### config.mk
export PLATFORM = sky130hd
export DESIGN_NAME = phy_init_seq_flat
export DESIGN_NICKNAME = d
export VERILOG_FILES = /design/src/rtl/phy_init_seq_if.sv /design/src/rtl/phy_init_seq.sv /design/src/flat_wrapper.sv
export SDC_FILE = /design/constraint.sdc
export NUM_CORES = 1
export LEC_CHECK = 0
export CAP_MARGIN = 20
export CELL_PAD_IN_SITES_DETAIL_PLACEMENT = 0
export CELL_PAD_IN_SITES_GLOBAL_PLACEMENT = 1
export CORE_ASPECT_RATIO = 1.75
export CORE_MARGIN = 2
export CORE_UTILIZATION = 34
export CTS_CLUSTER_SIZE = 20
export DETAILED_ROUTE_END_ITERATION = 12
export GPL_ROUTABILITY_DRIVEN = 0
export PLACE_DENSITY = 0.57
export SYNTH_ARGS = -nofsm -noshare
export SYNTH_HDL_FRONTEND = slang
export SYNTH_SLANG_ARGS = --single-unit
### constraint.sdc
create_clock -name clk -period 3.35 [get_ports clk]
set_clock_uncertainty 0.2 [all_clocks]
set_input_delay 0.67 -clock clk [delete_from_list [all_inputs] [get_ports clk]]
set_output_delay 0.67 -clock clk [all_outputs]
set_load 0.005 [all_outputs]
### src/rtl/phy_init_seq_if.sv
// PHY-side pin bundle of the bring-up sequencer plus its start/status handshake.
// start is a single-cycle level sampled on the rising clk edge; it is honoured only while init_done=1.
interface phy_init_seq_if;
  logic start;
  logic phy_reset_n;
  logic mdc;
  logic mdio_o;
  logic mdio_oe;
  logic busy;
  logic init_done;

  modport master (
    input  start,
    output phy_reset_n, mdc, mdio_o, mdio_oe, busy, init_done
  );

  modport slave (
    output start,
    input  phy_reset_n, mdc, mdio_o, mdio_oe, busy, init_done
  );
endinterface

### src/rtl/phy_init_seq.sv
// Ethernet PHY bring-up: hold PHY reset, wait for power-up, issue one clause-22
// MDIO write, then flag init_done. All outputs registered.
module phy_init_seq #(
  parameter logic [31:0] RESET_CYCLES = 32'd1250000,
  parameter logic [31:0] WAIT_CYCLES  = 32'd6250000,
  parameter logic [31:0] MDC_DIV      = 32'd25,
  parameter logic [4:0]  PHY_ADDR     = 5'd0,
  parameter logic [4:0]  REG_ADDR     = 5'd0,
  parameter logic [15:0] REG_DATA     = 16'h1140
) (
  input  logic              clk,
  input  logic              resetn,
  phy_init_seq_if.master    bus,
  output logic [1:0]        o_dbg_state
);

  typedef enum logic [1:0] {
    ST_RST_HOLD  = 2'd0,
    ST_RST_WAIT  = 2'd1,
    ST_MDIO_XFER = 2'd2,
    ST_DONE      = 2'd3
  } state_e;

  localparam logic [63:0] FRAME = {32'hFFFF_FFFF, 2'b01, 2'b01, PHY_ADDR, REG_ADDR, 2'b10, REG_DATA};

  state_e      r_state, w_state;
  logic [31:0] r_cnt, w_cnt;
  logic [31:0] r_div, w_div;
  logic [5:0]  r_bit, w_bit;
  logic [63:0] r_shift, w_shift;
  logic        r_phy_reset_n, w_phy_reset_n;
  logic        r_mdc, w_mdc;
  logic        r_mdio_o, w_mdio_o;
  logic        r_mdio_oe, w_mdio_oe;
  logic        r_busy, w_busy;
  logic        r_init_done, w_init_done;

  always_ff @(posedge clk or negedge resetn) begin
    if (!resetn) begin
      r_state       <= ST_RST_HOLD;
      r_cnt         <= '0;
      r_div         <= '0;
      r_bit         <= '0;
      r_shift       <= '0;
      r_phy_reset_n <= 1'b0;
      r_mdc         <= 1'b0;
      r_mdio_o      <= 1'b1;
      r_mdio_oe     <= 1'b0;
      r_busy        <= 1'b1;
      r_init_done   <= 1'b0;
    end else begin
      r_state       <= w_state;
      r_cnt         <= w_cnt;
      r_div         <= w_div;
      r_bit         <= w_bit;
      r_shift       <= w_shift;
      r_phy_reset_n <= w_phy_reset_n;
      r_mdc         <= w_mdc;
      r_mdio_o      <= w_mdio_o;
      r_mdio_oe     <= w_mdio_oe;
      r_busy        <= w_busy;
      r_init_done   <= w_init_done;
    end
  end

  always_comb begin
    w_state       = r_state;
    w_cnt         = r_cnt;
    w_div         = r_div;
    w_bit         = r_bit;
    w_shift       = r_shift;
    w_phy_reset_n = r_phy_reset_n;
    w_mdc         = r_mdc;
    w_mdio_o      = r_mdio_o;
    w_mdio_oe     = r_mdio_oe;
    w_busy        = r_busy;
    w_init_done   = r_init_done;

    case (r_state)
      ST_RST_HOLD: begin
        w_phy_reset_n = 1'b0;
        w_busy        = 1'b1;
        if (r_cnt == RESET_CYCLES - 32'd1) begin
          w_state       = ST_RST_WAIT;
          w_phy_reset_n = 1'b1;
          w_cnt         = '0;
        end else begin
          w_cnt = r_cnt + 32'd1;
        end
      end

      ST_RST_WAIT: begin
        if (r_cnt == WAIT_CYCLES - 32'd1) begin
          w_state   = ST_MDIO_XFER;
          w_cnt     = '0;
          w_div     = '0;
          w_bit     = '0;
          w_shift   = FRAME;
          w_mdio_oe = 1'b1;
          w_mdio_o  = FRAME[63];
          w_mdc     = 1'b0;
        end else begin
          w_cnt = r_cnt + 32'd1;
        end
      end

      ST_MDIO_XFER: begin
        if (r_div == MDC_DIV - 32'd1) begin
          w_div = '0;
          w_mdc = ~r_mdc;
          // Data moves only on the falling MDC edge so it is stable around each rise.
          if (r_mdc) begin
            if (r_bit == 6'd63) begin
              w_state     = ST_DONE;
              w_mdio_oe   = 1'b0;
              w_mdio_o    = 1'b1;
              w_busy      = 1'b0;
              w_init_done = 1'b1;
            end else begin
              w_bit    = r_bit + 6'd1;
              w_shift  = r_shift << 1;
              w_mdio_o = r_shift[62];
            end
          end
        end else begin
          w_div = r_div + 32'd1;
        end
      end

      ST_DONE: begin
        w_busy      = 1'b0;
        w_init_done = 1'b1;
        if (bus.start) begin
          w_state       = ST_RST_HOLD;
          w_phy_reset_n = 1'b0;
          w_init_done   = 1'b0;
          w_busy        = 1'b1;
          w_cnt         = '0;
          w_div         = '0;
          w_bit         = '0;
        end
      end

      default: w_state = ST_RST_HOLD;
    endcase
  end

  assign bus.phy_reset_n = r_phy_reset_n;
  assign bus.mdc         = r_mdc;
  assign bus.mdio_o      = r_mdio_o;
  assign bus.mdio_oe     = r_mdio_oe;
  assign bus.busy        = r_busy;
  assign bus.init_done   = r_init_done;
  assign o_dbg_state     = r_state;

endmodule
### src/flat_wrapper.sv
// flat-port wrapper written by rule: the top's interface ports become plain ports
module phy_init_seq_flat 
#(
  parameter logic [31:0] RESET_CYCLES = 32'd1250000,
  parameter logic [31:0] WAIT_CYCLES  = 32'd6250000,
  parameter logic [31:0] MDC_DIV      = 32'd25,
  parameter logic [4:0]  PHY_ADDR     = 5'd0,
  parameter logic [4:0]  REG_ADDR     = 5'd0,
  parameter logic [15:0] REG_DATA     = 16'h1140
)
  (clk, resetn, o_dbg_state, bus_start, bus_phy_reset_n, bus_mdc, bus_mdio_o, bus_mdio_oe, bus_busy, bus_init_done);
  phy_init_seq_if bus_i ();
  input  logic clk;
  input  logic resetn;
  output logic [1:0] o_dbg_state;
  input wire logic [$bits(bus_i.start)-1:0] bus_start;
  output wire logic [$bits(bus_i.phy_reset_n)-1:0] bus_phy_reset_n;
  output wire logic [$bits(bus_i.mdc)-1:0] bus_mdc;
  output wire logic [$bits(bus_i.mdio_o)-1:0] bus_mdio_o;
  output wire logic [$bits(bus_i.mdio_oe)-1:0] bus_mdio_oe;
  output wire logic [$bits(bus_i.busy)-1:0] bus_busy;
  output wire logic [$bits(bus_i.init_done)-1:0] bus_init_done;
  assign bus_i.start = bus_start;
  assign bus_phy_reset_n = bus_i.phy_reset_n;
  assign bus_mdc = bus_i.mdc;
  assign bus_mdio_o = bus_i.mdio_o;
  assign bus_mdio_oe = bus_i.mdio_oe;
  assign bus_busy = bus_i.busy;
  assign bus_init_done = bus_i.init_done;
  phy_init_seq #(.RESET_CYCLES(RESET_CYCLES), .WAIT_CYCLES(WAIT_CYCLES), .MDC_DIV(MDC_DIV), .PHY_ADDR(PHY_ADDR), .REG_ADDR(REG_ADDR), .REG_DATA(REG_DATA)) u_core (.clk(clk), .resetn(resetn), .bus(bus_i), .o_dbg_state(o_dbg_state));
endmodule
==> out/qor.yml, run 1 <==
global_routing:
  gr-total-overflow: 0
  grt_pass1_vias: 5305
  grt_first_pass_wirelength_um: 27400
  antenna_found_initial: 0
  met1_usage_pct: 21.2
  gr-usage-met2_pct: 28.3
  use_met3_pct: 3.89
  grt-busiest-layer: "met2"
  grt_max_degree: 114
  grtUsageTotal_pct: 17.0
detailed_routing:
  drtIter0Drc: 224
  detail_route.wl_per_cell_um: 15.8
  postRouteAntennaNets: 0
  routed_wl_um: 15700
  drt_first_pass_iters: 4
  num_vias: 5259
  drc: 0
  viasPerCell: 5.30
power:
  p_sw_share_pct: 23.3
  p_int_mw: 2.69
  cellLeakagePower_nw: 3.26
  powerDensity_nw_per_um2: 466
  p_switching_uw: 818
  power_mw: 3.51
  pwr-share-comb_pct: 1.1
  seq_power_share_pct: 46.4
  peakVddDrop_uv: 289
  p_clk_share_pct: 52.5
synth:
  synth_edf_count: 0
  synth_ff_type: "dfrtp_1"
  yosysWarnings: 0
  ys_seq_elements: 135
  synth_top_area_share_pct: 50.6
  seq_area_frac_synth_pct: 51.4
  syn_area_per_cell_um2: 8.97
  synth_area_um2: 6580
  yosysTopAreaCell: "dfrtp_1"
  yosys.cell_types.count: 53
  syn-num-nets: 745
  synthArstFlopShare_pct: 100
  postSynthCellCount: 733
  synth.area.top_cells: "dfrtp_1, o21ai_0, nand2_1, nor2_1, xor2_1"
  netlist_top_cells_count: "dfrtp_1, nand2_1, o21ai_0"
  synth.most_common_cell: "dfrtp_1"
clock_tree:
  clk_pin_slew_ns: 0.06
  root_buffer: "clkbuf_16"
  numCtsBuffers: 17
  cts_resized: 0
  hold_buffers: 0
  h-tree-depth: 4
  cts_setup_buffers: 0
  cts_tree: "yes"
  clock_sinks: 135
  clk_latency_ns: 0.43
  cts_buffer_depth: 2
critical_path:
  critical_path_buf_inv_count: 0
  worstSetupStartpointType: "flop"
  critPathRequiredTime_ns: 3.48
  ff2ff_setup_slack_ns: 0.34
  path_max_fanout: 8
  end_kind: "flop"
  critPathTopFamily: "simple AND/OR/NAND/NOR gates"
  worst_ep_arrival_time_ns: 3.14
  cp_cell_sequence: "nor4b_1 -> nand4b_1 -> o31ai_4 -> nand2_1 -> or2_0 -> o41ai_2"
  r2r_end: "u_core.r_div[16]$_DFFE_PN0P_"
  crit_slowest_cell: "o31ai_4"
  rr_worst_depth: 6
  max_stage_delay_ns: 0.52
  worstSetupPathType: "flop to flop"
  reg2reg_from: "u_core.r_cnt[24]$_DFFE_PN0P_"
worst_hold_path:
  hold_path.class: "input port to asynchronous set/reset pin"
finish:
  nFillCells: 1915
  final_cell_area_um2: 7540
  area_growth_pct: 14.7
  utilization_pct: 39.6
  finish.net_count: 751
  n_antenna_cell: 0
  drive_above_1_share_pct: 8.91
timing:
  holdWs_ns: 0.0109
  setup_violations: 0
  slew_viol_final: 0
  finalHoldViolations: 0
  finalCritPeriodShare_pct: 90.0
  tightest_slew_ns: 0.897
  fmax_mhz: 332
  rsz0062_at_grt: "no"
  setup_tns_ns: 0
  fin_crit_ns: 3.01
  slew_headroom_pct: 40.2
floorplan:
  die_h_um: 188
  fp-row-count: 67
  start_util_pct: 34.6
  ios: 11
  die_area_um2: 20500
  die_x_um: 109
  core_region_area_um2: 19000
placement:
  io_buffers: 10
  hpwl_um: 10200
  place_area_um2: 6960
status:
  status: "complete, no violations"
run:
  drv_cap: 0
power by group through the flow:
stage               Combinational [mW]  Sequential [mW]  Clock [mW]
floorplan                     0.000184             1.66           0
global placement                0.0417             1.66           0
detailed placement              0.0419             1.66           0
CTS                             0.0422             1.63        1.90
global route                    0.0465             1.63        1.98
finish                          0.0384             1.63        1.84
worst max-delay path by stage:
stage	start	end	slack, ns	depth (start not counted)
floorplan	u_core.o_dbg_state[0]$_DFFE_PN0P_	u_core.r_div[31]$_DFFE_PN0P_	0.64	8
global placement	bus_start	u_core.r_div[31]$_DFFE_PN0P_	0.22	7
detailed placement	bus_start	u_core.r_div[31]$_DFFE_PN0P_	0.27	7
CTS	u_core.r_cnt[24]$_DFFE_PN0P_	u_core.r_div[16]$_DFFE_PN0P_	0.29	6
global route	u_core.r_cnt[24]$_DFFE_PN0P_	u_core.r_shift[30]$_DFFE_PN0P_	0.09	7
finish	u_core.r_cnt[24]$_DFFE_PN0P_	u_core.r_div[16]$_DFFE_PN0P_	0.34	6
cell families after synthesis:
logic type               share of synthesized area (%)
multiplexers                                     0.799
adder cells (fa/ha/maj)                           1.71
buffers and inverters                             3.04
XOR/XNOR                                          3.86
AND/OR/NAND/NOR                                   25.6
flip-flops                                        51.4
AO/OA/AOI/OAI                                     13.6
layout make-up:
| cell class | instances | area [um^2] | share of cell area (%) |
|---|---|---|---|
| Tap cell | 241 | 302 | 4.00 |
| Inverter | 8 | 30.0 | 0.398 |
| Clock buffer | 18 | 439 | 5.82 |
| Multi-Input combinational cell | 550 | 3000 | 39.7 |
| Sequential cell | 135 | 3380 | 44.8 |
| Clock inverter | 14 | 139 | 1.84 |
| Timing Repair Buffer | 27 | 254 | 3.37 |
registers in the layout, summed over array words and instances, names as in the netlist:
register / flops
u_core.r_shift: 57
u_core.bus.mdio_oe: 1
u_core.r_div: 32
u_core.bus.phy_reset_n: 1
u_core.bus.init_done: 1
u_core.r_bit: 6
u_core.bus.mdio_o: 1
u_core.bus.busy: 1
u_core.r_cnt: 32
u_core.o_dbg_state: 2
u_core.bus.mdc: 1
cells in the final DEF, fill, tap and decap left out, drive strengths merged, types with 3 or more instances in the layout:
master         Yosys  final
a21oi             10     10
a31oi              8      8
and2               3      3
and3              11     11
and4               6      6
buf               14     18
clkbuf            26     18
clkdlybuf4s50      0      9
clkinvlp           0      4
dfrtp            133    133
ha                 9      9
inv                8     15
mux2i              3      3
nand2            124    124
nand2b             3      3
nand3             39     39
nand4             26     26
nand4b             3      3
nor2              88     88
nor2b              5      5
nor3               8      8
nor4              15     15
nor4b              3      3
o21ai            115    115
o31ai              9      9
or2                3      3
or4                5      5
xnor2              4      4
xor2              25     25
routing by layer:
layer  part of all wire (%)  vias up  wire, um
li1                       -     2594         -
met1                     45     2585      6990
met2                     51       57      7990
met3                    2.8       23       433
met4                    1.8        0       280
met5                      0        -         0
per-stage QoR:
step / instances / setup WS, ns
6_report: 993 / 0.336
3_5_place_dp: 961 / 0.266
2_1_floorplan: 733 / 0.644
3_3_place_gp: 961 / 0.225
5_1_grt: 993 / 0.0947
4_1_cts: 993 / 0.289
Power figures use the tool's default switching activity.
==> run 2: changes to the inputs <==
Settings changed: CELL_PAD_IN_SITES_DETAIL_PLACEMENT 0 to default, CELL_PAD_IN_SITES_GLOBAL_PLACEMENT 1 to default, CTS_CLUSTER_SIZE 20 to 10, PLACE_DENSITY 0.57 to 0.47.
==> run 2 against run 1 <==
Against the previous run: critical path type unchanged; combinational power grew 2%; routed wire length down 0.40%; maximum frequency is 7.1% higher; critical path depth stayed put; worst setup slack improved by 0.20 ns; largest cell class unchanged; cell count rose by 0.30%.
==> out/qor.yml, run 2 (same netlist as run 1, synthesis figures left out) <==
status:
  status: "complete, no violations"
critical_path:
  path_max_fanout: 6
  r2r_end: "u_core.r_div[16]$_DFFE_PN0P_"
  ff2ff_setup_slack_ns: 0.54
  reg2reg_from: "u_core.r_cnt[24]$_DFFE_PN0P_"
  critPathRequiredTime_ns: 3.48
  worst_ep_arrival_time_ns: 2.94
  worstSetupPathType: "flop to flop"
  worstSetupStartpointType: "flop"
  rr_worst_depth: 6
  end_kind: "flop"
global_routing:
  grt_first_pass_wirelength_um: 27100
  grt_pass1_vias: 5369
  antenna_found_initial: 0
  gr-total-overflow: 0
  grtUsageTotal_pct: 16.8
  grt_max_degree: 114
timing:
  slew_viol_final: 0
  finalCritPeriodShare_pct: 84.0
  rsz0062_at_grt: "no"
  tightest_slew_ns: 0.693
  finalHoldViolations: 0
  slew_headroom_pct: 53.5
  setup_tns_ns: 0
  fmax_mhz: 355
  setup_violations: 0
  fin_crit_ns: 2.81
  fin_ws_ns: 0.537
clock_tree:
  clk_pin_slew_ns: 0.07
  h-tree-depth: 4
  clk_latency_ns: 0.43
  clock_sinks: 135
  cts_resized: 0
  cts_setup_buffers: 0
  numCtsBuffers: 17
  hold_buffers: 0
  root_buffer: "clkbuf_16"
  cts_buffer_depth: 2
  cts_tree: "yes"
floorplan:
  die_h_um: 188
  ios: 11
  start_util_pct: 34.6
  die_area_um2: 20500
  core_region_area_um2: 19000
  fp-row-count: 67
  die_x_um: 109
power:
  power_mw: 3.62
  powerDensity_nw_per_um2: 477
  peakVddDrop_uv: 325
  cellLeakagePower_nw: 3.30
finish:
  largestRegisters: "u_core.r_shift x57, u_core.r_cnt x32, u_core.r_div x32"
  n_antenna_cell: 0
  largest_register_ff_count: 57
  nFillCells: 1858
  final_common_cell: "dfrtp_1"
  area_growth_pct: 15.6
  final_cell_mix: "dfrtp_1, nand2_1, o21ai_0"
  finish.net_count: 754
  regMostFlops: "u_core.r_shift"
  drive_above_1_share_pct: 9.27
detailed_routing:
  drt_first_pass_iters: 5
  routed_wl_um: 15600
  drtIter0Drc: 218
  postRouteAntennaNets: 0
  drc: 0
  viasPerCell: 5.31
  detail_route.wl_per_cell_um: 15.7
  num_vias: 5293
run:
  drv_cap: 0
placement:
  hpwl_um: 10300
  io_buffers: 10
  place_ws_ns: 0.243
worst_hold_path:
  hold_path.class: "input port to asynchronous set/reset pin"
-- run 2: cell types whose count changed in the layout (fill, tap and decap cells not counted), sizes merged --
cell | previous run | this run
bufinv | 1 | 3
clkinvlp | 4 | 3
buf | 18 | 21
inv | 15 | 10
clkinv | 2 | 6
-- run 2: how the worst max path moves through the flow --
stage	from	to	cells past startpoint
floorplan	u_core.o_dbg_state[0]$_DFFE_PN0P_	u_core.r_div[31]$_DFFE_PN0P_	8
global placement	bus_start	u_core.r_div[31]$_DFFE_PN0P_	7
detailed placement	bus_start	u_core.r_cnt[15]$_DFFE_PN0P_	8
CTS	u_core.r_cnt[27]$_DFFE_PN0P_	u_core.r_div[16]$_DFFE_PN0P_	6
global route	u_core.r_cnt[0]$_DFFE_PN0P_	u_core.r_div[11]$_DFFE_PN0P_	8
finish	u_core.r_cnt[24]$_DFFE_PN0P_	u_core.r_div[16]$_DFFE_PN0P_	6
-- run 2: where the power goes --
group / switching, mW / internal (mW) / total (mW)
logic: 0.0338 / 0.00551 / 0.0393
registers: 0 / 1.63 / 1.63
clock network: 0.757 / 1.20 / 1.95
total: 0.791 / 2.83 / 3.62
-- run 2: final cells by class --
cell class,count,area [um^2],share of cell area [%]
Clock inverter,14,175,2.30
Inverter,8,30.0,0.395
Multi-Input combinational cell,550,3000,39.4
Tap cell,241,302,3.97
Sequential cell,135,3380,44.5
Timing Repair Buffer,30,277,3.64
Clock buffer,18,439,5.78
-- run 2: through the flow --
| step | cell area, um^2 | std cells | hold slack [ns] | util, % |
|---|---|---|---|---|
| final | 7600 | 996 | 0.0359 | 39.9 |
| after global routing | 7600 | 996 | 0.0883 | 39.9 |
| after CTS | 7600 | 996 | 0.0543 | 39.9 |
| after detailed placement | 6990 | 964 | 0.271 | 36.7 |
| after global placement | 6990 | 964 | 0.262 | 36.7 |
| after floorplan | 6580 | 733 | 0.174 | - |
-- run 2: worst max-delay path, stage by stage, from the launching register on --
cell      delay (ns)
dfrtp_1         0.41
nor4b_1         0.45
nand4b_1        0.29
o31ai_4         0.45
nand2_1         0.12
or2_0           0.43
o41ai_2         0.38
-- run 2: per-layer routing --
layer	vias to the layer above	track usage, %	share of wire [%]
met5	-	0	0
met4	0	6.80	1.9
met3	25	3.96	2.8
met2	82	28.6	53
met1	2594	20.1	42
li1	2592	-	-
==> run 3: changes to the inputs <==
Clock period 3.35 ns to 2.8 ns, I/O delays scaled along.
==> run 3 against run 2 <==
Against the previous run: cell count is 5.1% higher; sequential share of layout area is 2.8 points lower; highest routed layer unchanged; die area stayed put; count of clock-buffer cells in the layout is 2 higher; first-iteration DRC count is 26% higher; via count is 4.3% higher; global-route usage is 0.14 points higher; design area is 6.8% higher; worst hold slack better by 0.24 ns; non-clock buffer count is 51 higher.
==> out/qor.yml, run 3 (same netlist as run 1, synthesis figures left out) <==
global_routing:
  met1_usage_pct: 19.9
  grt_first_pass_wirelength_um: 27200
  grt-busiest-layer: "met2"
  grtUsageTotal_pct: 17.0
  antenna_found_initial: 0
  gr-total-overflow: 0
  use_met3_pct: 3.89
  gr-usage-met2_pct: 29.2
  grt_max_degree: 79
  grt_pass1_vias: 5566
detailed_routing:
  drtIter0Drc: 275
  postRouteAntennaNets: 0
  viasPerCell: 5.28
  drc: 0
  drt_first_pass_iters: 5
  routed_wl_um: 16500
  num_vias: 5523
  detail_route.wl_per_cell_um: 15.8
power:
  powerDensity_nw_per_um2: 542
  power_mw: 4.40
  peakVddDrop_uv: 510
  cellLeakagePower_nw: 3.60
finish:
  largestRegisters: "u_core.r_shift x57, u_core.r_cnt x32, u_core.r_div x32"
  regMostFlops: "u_core.r_shift"
  multi_input_area_um2: 3040
  final_cell_area_um2: 8120
  finish.net_count: 805
  final_cell_mix: "dfrtp_1, nand2_1, o21ai_0"
  nFillCells: 1842
  largest_register_ff_count: 57
  area_growth_pct: 23.5
  drive_above_1_share_pct: 15.3
  ff_latch_area_um2: 3380
  final_common_cell: "dfrtp_1"
  n_antenna_cell: 0
  final_cell_count_no_fill: 1047
timing:
  fmax_mhz: 371
  slew_viol_final: 0
  tightest_slew_ns: 0.591
  finalCritPeriodShare_pct: 96.3
  fin_crit_ns: 2.70
  fin_ws_ns: 0.104
  slew_headroom_pct: 60.6
  setup_violations: 0
  finalHoldViolations: 0
critical_path:
  crit_slowest_cell: "dfrtp_1"
  cp_cell_sequence: "nor4b_4 -> buf_4 -> nand4b_1 -> buf_4 -> o31a_1 -> nor4_2 -> buf_4 -> buf_2 -> buf_4 -> nand2_1 -> o21ai_1"
  critPathRequiredTime_ns: 2.95
  critical_path_buf_inv_count: 5
  crit_top_cell: "buf_4"
  worst_ep_arrival_time_ns: 2.85
  critPathTopFamily: "buffers and inverters"
  worstSetupStartpointType: "flop"
  rr_worst_depth: 11
  worstSetupPathType: "flop to flop"
  end_kind: "flop"
  worstSetupPathDepth: 11
  max_stage_delay_ns: 0.43
  path_max_fanout: 5
clock_tree:
  clk_latency_ns: 0.42
  clock_sinks: 135
  numCtsBuffers: 17
  h-tree-depth: 4
  cts_buffer_depth: 2
  clk_pin_slew_ns: 0.06
  root_buffer: "clkbuf_16"
  cts_tree: "yes"
floorplan:
  fp-row-count: 67
  die_x_um: 109
  die_h_um: 188
  core_region_area_um2: 19000
  die_area_um2: 20500
  start_util_pct: 34.6
  ios: 11
placement:
  place_area_um2: 7280
  placedCellCount: 1000
  io_buffers: 10
  hpwl_um: 10900
  place_ws_ns: -0.107
worst_hold_path:
  whs_path_depth: 2
  hold_path.class: "flop to flop"
status:
  status: "complete, no violations"
run:
  drv_cap: 0
run 3: path summary, 6_finish.rpt:
kind                                                startpoint                        endpoint  slack, ns
worst max-delay path               u_core.r_cnt[8]$_DFFE_PN0P_     u_core.r_div[2]$_DFFE_PN0P_       0.10
worst min-delay path            u_core.r_shift[62]$_DFFE_PN0P_  u_core.r_shift[62]$_DFFE_PN0P_       0.28
worst max register to register     u_core.r_cnt[8]$_DFFE_PN0P_     u_core.r_div[2]$_DFFE_PN0P_       0.10
worst min register to register  u_core.r_shift[62]$_DFFE_PN0P_  u_core.r_shift[62]$_DFFE_PN0P_       0.28
max in group asynchronous                               resetn   u_core.bus.mdio_o$_DFFE_PN1P_       1.23
min in group asynchronous                               resetn     u_core.r_div[0]$_DFFE_PN0P_       0.49
run 3: area by class of cell:
cell class | instances | share of cell area, %
multi-input combinational | 550 | 37.4
inverter | 8 | 0.370
sequential | 135 | 41.6
timing repair buffer | 81 | 9.05
clock buffer | 20 | 5.63
tap | 241 | 3.71
clock inverter | 12 | 2.16
run 3: through the flow:
step | hold slack (ns) | TNS [ns] | util, %
6_report | 0.278 | 0 | 42.7
5_1_grt | 0.300 | -0.0102 | 42.7
4_1_cts | 0.285 | 0 | 41.7
3_5_place_dp | 0.272 | -1.94 | 38.3
3_3_place_gp | 0.263 | -2.65 | 38.3
2_1_floorplan | 0.0644 | 0 | -
run 3: metal layers:
metal	part of all wire, %	vias up
li1	-	2691
met1	42	2734
met2	53	77
met3	2.5	21
met4	2.2	0
met5	0	-
run 3: repair_timing:
item | in CTS | in global routing
pin swaps | 0 | 6
cloned | 0 | 3
hold endpoints to repair | 55 | 0
setup endpoints to repair | 58 | 71
hold buffers | 1 | 0
buffers inserted | 0 | 11
resized for setup | 2 | 26
run 3: worst min-delay path, stage by stage (launching register included):
cell and delay, ns:
dfrtp_1 0.34, nand2_1 0.04, o21ai_0 0.06
run 3: power by group:
group / internal [mW] / switching (mW)
clock network: 1.53 / 0.866
logic: 0.0111 / 0.0409
registers: 1.95 / 0
total: 3.50 / 0.907
